==> src/rtl/decode_hzd_ctrl.sv <==
// decode_hzd_ctrl
// Issue controller and register scoreboard that sits between fetch and decode.
// It accepts instructions from fetch over a valid/ready handshake. It keeps one
// pending bit per architectural register whose write is still in flight. Any
// instruction whose sources or destination are pending is held. Issued
// instructions go into a single registered slot with a valid/ready handshake
// toward execute.
//
// Ports:
//   clk, rst_n          clock, asynchronous active-low reset
//   if_vld, if_inst     fetch offer
//   if_rdy              controller accepts if_inst this cycle
//   ex_vld, ex_inst     issue slot toward decode/execute
//   ex_rdy              execute consumes the slot this cycle
//   wb_rgf_we/wa        write-back port, clears scoreboard entries
//   flush               drop slot content and the current fetch offer
//   hzd_stall           valid fetch instruction blocked by the scoreboard
//   sb_pend             scoreboard, bit n = write to xn pending (bit 0 always 0)
//   stall_cnt           saturating count of hazard-stall cycles
module decode_hzd_ctrl #(
  parameter int CNT_W = 16
) (
  input  logic             clk,
  input  logic             rst_n,
  input  logic             if_vld,
  input  logic [31:0]      if_inst,
  output logic             if_rdy,
  output logic             ex_vld,
  output logic [31:0]      ex_inst,
  input  logic             ex_rdy,
  input  logic             wb_rgf_we,
  input  logic [4:0]       wb_rgf_wa,
  input  logic             flush,
  output logic             hzd_stall,
  output logic [31:0]      sb_pend,
  output logic [CNT_W-1:0] stall_cnt
);

  // Opcode constants, matching the utils_top encodings (RV32I major opcodes).
  localparam logic [6:0] OP_RR     = 7'b0110011;
  localparam logic [6:0] OP_STORE  = 7'b0100011;
  localparam logic [6:0] OP_BRANCH = 7'b1100011;
  localparam logic [6:0] OP_JALR   = 7'b1100111;
  localparam logic [6:0] OP_LOAD   = 7'b0000011;
  localparam logic [6:0] OP_OP_IMM = 7'b0010011;
  localparam logic [6:0] OP_LUI    = 7'b0110111;
  localparam logic [6:0] OP_AUIPC  = 7'b0010111;
  localparam logic [6:0] OP_JAL    = 7'b1101111;

  typedef enum logic [1:0] {
    S_RUN  = 2'd0,
    S_HAZ  = 2'd1,
    S_FLSH = 2'd2
  } state_t;

  // Saturating increment: hold at all-ones instead of wrapping.
  function automatic logic [CNT_W-1:0] sat_inc(input logic [CNT_W-1:0] v);
    sat_inc = (&v) ? v : v + CNT_W'(1);
  endfunction

  state_t           r_state;
  logic             r_ex_vld;
  logic [31:0]      r_ex_inst;
  logic [31:0]      r_pend;
  logic [CNT_W-1:0] r_stall_cnt;

  logic [4:0]  w_rs1, w_rs2, w_rd;
  logic        w_use_rs1, w_use_rs2, w_wr_rd;
  logic        w_hazard, w_slot_free, w_bubble, w_if_rdy, w_issue, w_hzd_stall;
  logic [31:0] w_pend_nxt;

  assign w_rs1 = if_inst[19:15];
  assign w_rs2 = if_inst[24:20];
  assign w_rd  = if_inst[11:7];

  // Operand usage by opcode class; unknown opcodes neither read nor write.
  always_comb begin
    w_use_rs1 = 1'b0;
    w_use_rs2 = 1'b0;
    w_wr_rd   = 1'b0;
    case (if_inst[6:0])
      OP_RR:                        begin w_use_rs1 = 1'b1; w_use_rs2 = 1'b1; w_wr_rd = 1'b1; end
      OP_STORE, OP_BRANCH:          begin w_use_rs1 = 1'b1; w_use_rs2 = 1'b1; end
      OP_JALR, OP_LOAD, OP_OP_IMM:  begin w_use_rs1 = 1'b1; w_wr_rd = 1'b1; end
      OP_LUI, OP_AUIPC, OP_JAL:     w_wr_rd = 1'b1;
      default:                      ;
    endcase
  end

  // Hazard uses only the registered scoreboard: a write-back in this same
  // cycle is not bypassed. x0 is excluded explicitly for the sources; for the
  // destination it is covered because pend[0] is never set.
  assign w_hazard = (w_use_rs1 & (w_rs1 != 5'd0) & r_pend[w_rs1])
                  | (w_use_rs2 & (w_rs2 != 5'd0) & r_pend[w_rs2])
                  | (w_wr_rd   & r_pend[w_rd]);

  assign w_slot_free = ~r_ex_vld | ex_rdy;
  assign w_bubble    = (r_state == S_FLSH);
  assign w_if_rdy    = ~w_hazard & w_slot_free & ~flush & ~w_bubble;
  assign w_issue     = if_vld & w_if_rdy;
  assign w_hzd_stall = if_vld & w_hazard & ~flush;

  // Clear from write-back first, then set from issue so the set wins when
  // both target the same register.
  always_comb begin
    w_pend_nxt = r_pend;
    if (wb_rgf_we)
      w_pend_nxt[wb_rgf_wa] = 1'b0;
    if (w_issue && w_wr_rd && (w_rd != 5'd0))
      w_pend_nxt[w_rd] = 1'b1;
    w_pend_nxt[0] = 1'b0;
  end

  always_ff @(posedge clk or negedge rst_n) begin
    if (!rst_n) begin
      r_state     <= S_RUN;
      r_ex_vld    <= 1'b0;
      r_ex_inst   <= 32'd0;
      r_pend      <= 32'd0;
      r_stall_cnt <= '0;
    end else begin
      if (flush) begin
        r_state <= S_FLSH;
      end else begin
        case (r_state)
          S_RUN:   if (w_hzd_stall) r_state <= S_HAZ;
          S_HAZ:   if (w_issue) r_state <= S_RUN;
          S_FLSH:  r_state <= S_RUN;
          default: r_state <= S_RUN;
        endcase
      end

      if (w_issue) begin
        r_ex_vld  <= 1'b1;
        r_ex_inst <= if_inst;
      end else if (ex_rdy || flush) begin
        r_ex_vld  <= 1'b0;
      end

      r_pend <= w_pend_nxt;

      if (w_hzd_stall)
        r_stall_cnt <= sat_inc(r_stall_cnt);
    end
  end

  assign if_rdy    = w_if_rdy;
  assign hzd_stall = w_hzd_stall;
  assign ex_vld    = r_ex_vld;
  assign ex_inst   = r_ex_inst;
  assign sb_pend   = r_pend;
  assign stall_cnt = r_stall_cnt;

endmodule

==> config.mk <==
export PLATFORM = sky130hd
export DESIGN_NAME = decode_hzd_ctrl
export DESIGN_NICKNAME = d
export VERILOG_FILES = /design/src/rtl/decode_hzd_ctrl.sv
export SDC_FILE = /design/constraint.sdc
export NUM_CORES = 1
export LEC_CHECK = 0
export BUFFER_PORTS_ARGS = -buffer_cell sky130_fd_sc_hd__buf_2
export CORE_MARGIN = 4
export CORE_UTILIZATION = 45
export DETAILED_ROUTE_END_ITERATION = 16
export PLACE_DENSITY = 0.69
export SETUP_SLACK_MARGIN = 0.05
export SYNTH_ARGS = -nofsm -noshare
export SYNTH_HDL_FRONTEND = slang
export SYNTH_SLANG_ARGS = --single-unit
==> constraint.sdc <==
create_clock -name clk -period 3.5 [get_ports clk]
set_clock_uncertainty 0.15 [all_clocks]
set_input_delay 0.525 -clock clk [delete_from_list [all_inputs] [get_ports clk]]
set_output_delay 0.525 -clock clk [all_outputs]
set_load 0.02 [all_outputs]
==> impl_metrics.py <==
metrics = {
    "yosys": {
        "ys_async_sr_fraction_pct": 100,
        "yosys.cell_count.top_type": "dfrtp_1",
        "synthTopCellsByArea": "dfrtp_1 (47%), mux2_1 (8.0%), mux4_2 (7.7%), o21ai_0 (3.9%), o21ai_2 (3.2%)",
        "yosysTopAreaCellShare_pct": 46.9,
        "synth.largest_area_cell": "dfrtp_1",
        "ys.flop_type": "dfrtp_1",
        "ys_types": 53,
        "ys_ff_latch": 82,
        "syn_nets": 433,
        "netlist_instances": 389,
        "yosysSeqAreaShare_pct": 46.9,
        "syn_area_per_cell_um2": 11.2,
        "synthTopCellsByCount": "dfrtp_1 (82), o21ai_0 (34), mux2_1 (31)",
        "synth_edf_count": 0,
        "syn_area_um2": 4370,
        "ys_warn_count": 0,
    },
    "cells_and_area": {
        "drive_gt1_share_pct": 38.4,
        "num_antenna_cells": 0,
        "syn2layout_area_growth_pct": 23.7,
        "fin_area_um2": 5410,
        "finalNetCount": 565,
    },
    "pwr": {
        "comb_power_share_pct": 20.1,
        "p_leak_nw": 2.57,
        "intPower_mw": 1.60,
        "p_per_area_nw_per_um2": 421,
        "clockPowerShare_pct": 32.2,
        "p_switching_mw": 0.675,
        "seq_power_share_pct": 47.8,
        "ir_drop_v": 0.000281,
        "p_sw_share_pct": 29.6,
    },
    "critical_path": {
        "required_ns": 2.82,
        "cp_cell_sequence": "mux4_2 -> mux2_4 -> a2bb2oi_2 -> o22ai_1 -> or3_1 -> nor3_2 -> buf_2",
        "startpoint_type": "register",
        "critPathLaunch": "sb_pend[12]$_DFF_PN0_",
        "crit_type": "register to primary output",
        "crit_path_end_kind": "primary output",
        "r2r_start": "sb_pend[12]$_DFF_PN0_",
        "cp_data_arrival_time_ns": 2.65,
        "cp.buffers_inverters": 1,
        "path_max_fanout": 5,
        "crit_slowest_cell": "mux4_2",
        "critPathTopFamily": "multiplexers",
        "max_stage_delay_ns": 0.49,
    },
    "timing": {
        "setup_violations": 0,
        "period_minus_slack_ns": 3.33,
        "hold_viol": 0,
        "fmax_ghz": 0.301,
        "maxSlewViolCount": 0,
        "tns_ns": 0,
        "post-route-period-util_pct": 95.0,
        "max_slew_margin_pct": 29.2,
        "worst_slew_pin_slew_ns": 1.06,
        "whs_ns": 0.170,
        "rsz0062_at_grt": "yes",
    },
    "hold_path": {
        "hold_class": "primary input to asynchronous set/reset pin",
    },
    "clocking": {
        "clock-sinks": 82,
        "clockBufferDepth": 2,
        "tritoncts": "built",
        "path_clk_slew_ns": 0.09,
        "htreeDepth": 3,
        "postCtsSetupRepairBufs": 0,
        "cts_buffers": 9,
        "root_buffer": "clkbuf_8",
        "insertion_delay_ns": 0.36,
    },
    "global_route": {
        "grt_pass1_wl_um": 20000,
        "grt_usage_pct": 22.3,
        "grt_pass1_vias": 3701,
        "grt_overflow_total": 0,
        "grt_max_degree": 83,
        "antenna_found_initial": 0,
    },
    "floorplanning": {
        "dieArea_um2": 11400,
        "core_area_um2": 9370,
        "die_w_um": 107,
        "io_pins": 126,
        "fp-row-count": 35,
        "fp.dieH_um": 107,
        "start_util_pct": 46.7,
    },
    "placed_design": {
        "io_buffer_count": 124,
        "hpwl_um": 9150,
        "placed_cell_area_um2": 5200,
        "gp_congestion": 0.911,
    },
    "route": {
        "post_drt_wl_per_cell_um": 19.0,
        "finalWirelength_um": 12400,
        "vias": 3753,
        "dr.first_iter.drc_count": 306,
        "firstDrtPassIters": 4,
        "ant_nets": 0,
        "via_per_inst": 5.75,
        "drc": 0,
    },
    "run": {
        "drv_cap": 0,
    },
    "run_status": {
        "outcome": "finished clean",
    },
}
==> power by group through the flow <==
| stage | registers [mW] | clock network [mW] | logic, mW |
|---|---|---|---|
| floorplan | 1.22 | 0 | 0.150 |
| global placement | 1.10 | 0 | 0.453 |
| detailed placement | 1.11 | 0 | 0.461 |
| CTS | 1.09 | 0.752 | 0.462 |
| global route | 1.10 | 0.793 | 0.495 |
| finish | 1.09 | 0.733 | 0.458 |
==> registers in the layout (all words and copies together), names as in the netlist <==
register   count
stall_cnt     16
sb_pend       31
ex_vld         1
r_state        2
ex_inst       32
==> cell families (layout without fill, tap and decap cells) <==
kind of cell	Yosys count	count (layout)	synth area share, %
AND/OR/NAND/NOR	103	103	13.4
AO/OA/AOI/OAI	97	97	14.1
flip-flops	82	82	46.9
multiplexers	60	60	19.2
buffers and inverters	31	166	3.29
XOR/XNOR	14	14	2.80
adder cells (fa/ha/maj)	1	1	0.286
other	1	1	0.0857
==> cells in the final DEF, fill, tap and decap left out, types with 8 or more instances in the layout <==
| master | n |
|---|---|
| nor2_1 | 13 |
| o21ai_2 | 16 |
| o21ai_0 | 34 |
| buf_2 | 123 |
| nand3_1 | 14 |
| clkbuf_8 | 9 |
| o21ai_1 | 21 |
| mux2_1 | 31 |
| xnor2_1 | 13 |
| nand2_1 | 17 |
| mux4_2 | 15 |
| buf_4 | 20 |
| nand3b_1 | 9 |
| inv_1 | 9 |
| dfrtp_1 | 82 |
| mux2i_1 | 8 |
==> final cells by class <==
class | count | area [um^2]
timing repair buffer | 143 | 766
clock inverter | 5 | 81.3
multi-input combinational | 276 | 2190
clock buffer | 9 | 124
sequential | 82 | 2050
inverter | 9 | 33.8
fill | 852 | 3960
tap | 129 | 161
==> path summary, 6_finish.rpt <==
kind                                           to  slack (ns)  cells after the start
setup / recovery                           if_rdy        0.17                      7
hold / removal              sb_pend[16]$_DFF_PN0_        0.17                      1
setup reg to reg            sb_pend[15]$_DFF_PN0_        0.32                      8
hold reg to reg            r_state[0]$_DFFE_PN0P_        0.28                      1
max in group asynchronous    sb_pend[2]$_DFF_PN0_        2.30                      1
min in group clk           r_state[1]$_DFFE_PN0P_        0.21                      1
==> per-stage QoR <==
step           utilization, %  worst slack [ns]  cells  power (mW)
6_report                 57.7             0.175    653        2.28
5_1_grt                  57.7            0.0444    653        2.39
4_1_cts                  57.7             0.119    653        2.30
3_5_place_dp             55.5            0.0374    639        1.57
3_3_place_gp             55.5             0.126    639        1.56
2_1_floorplan               -            0.0564    389        1.37
==> repair_timing <==
action                                  4_1_cts  5_1_grt
endpoints found under the setup margin        0        2
hold buffers                                  0        0
resized for setup                             0        2
==> routing by layer <==
metal	part of all wire [%]	GRT usage (%)	vias up
met3	8.4	3.49	19
met2	47	34.4	163
met5	0	0	-
met4	1.6	6.94	0
met1	43	32.5	1851
li1	-	-	1720
(Power assumes the default switching activity.)
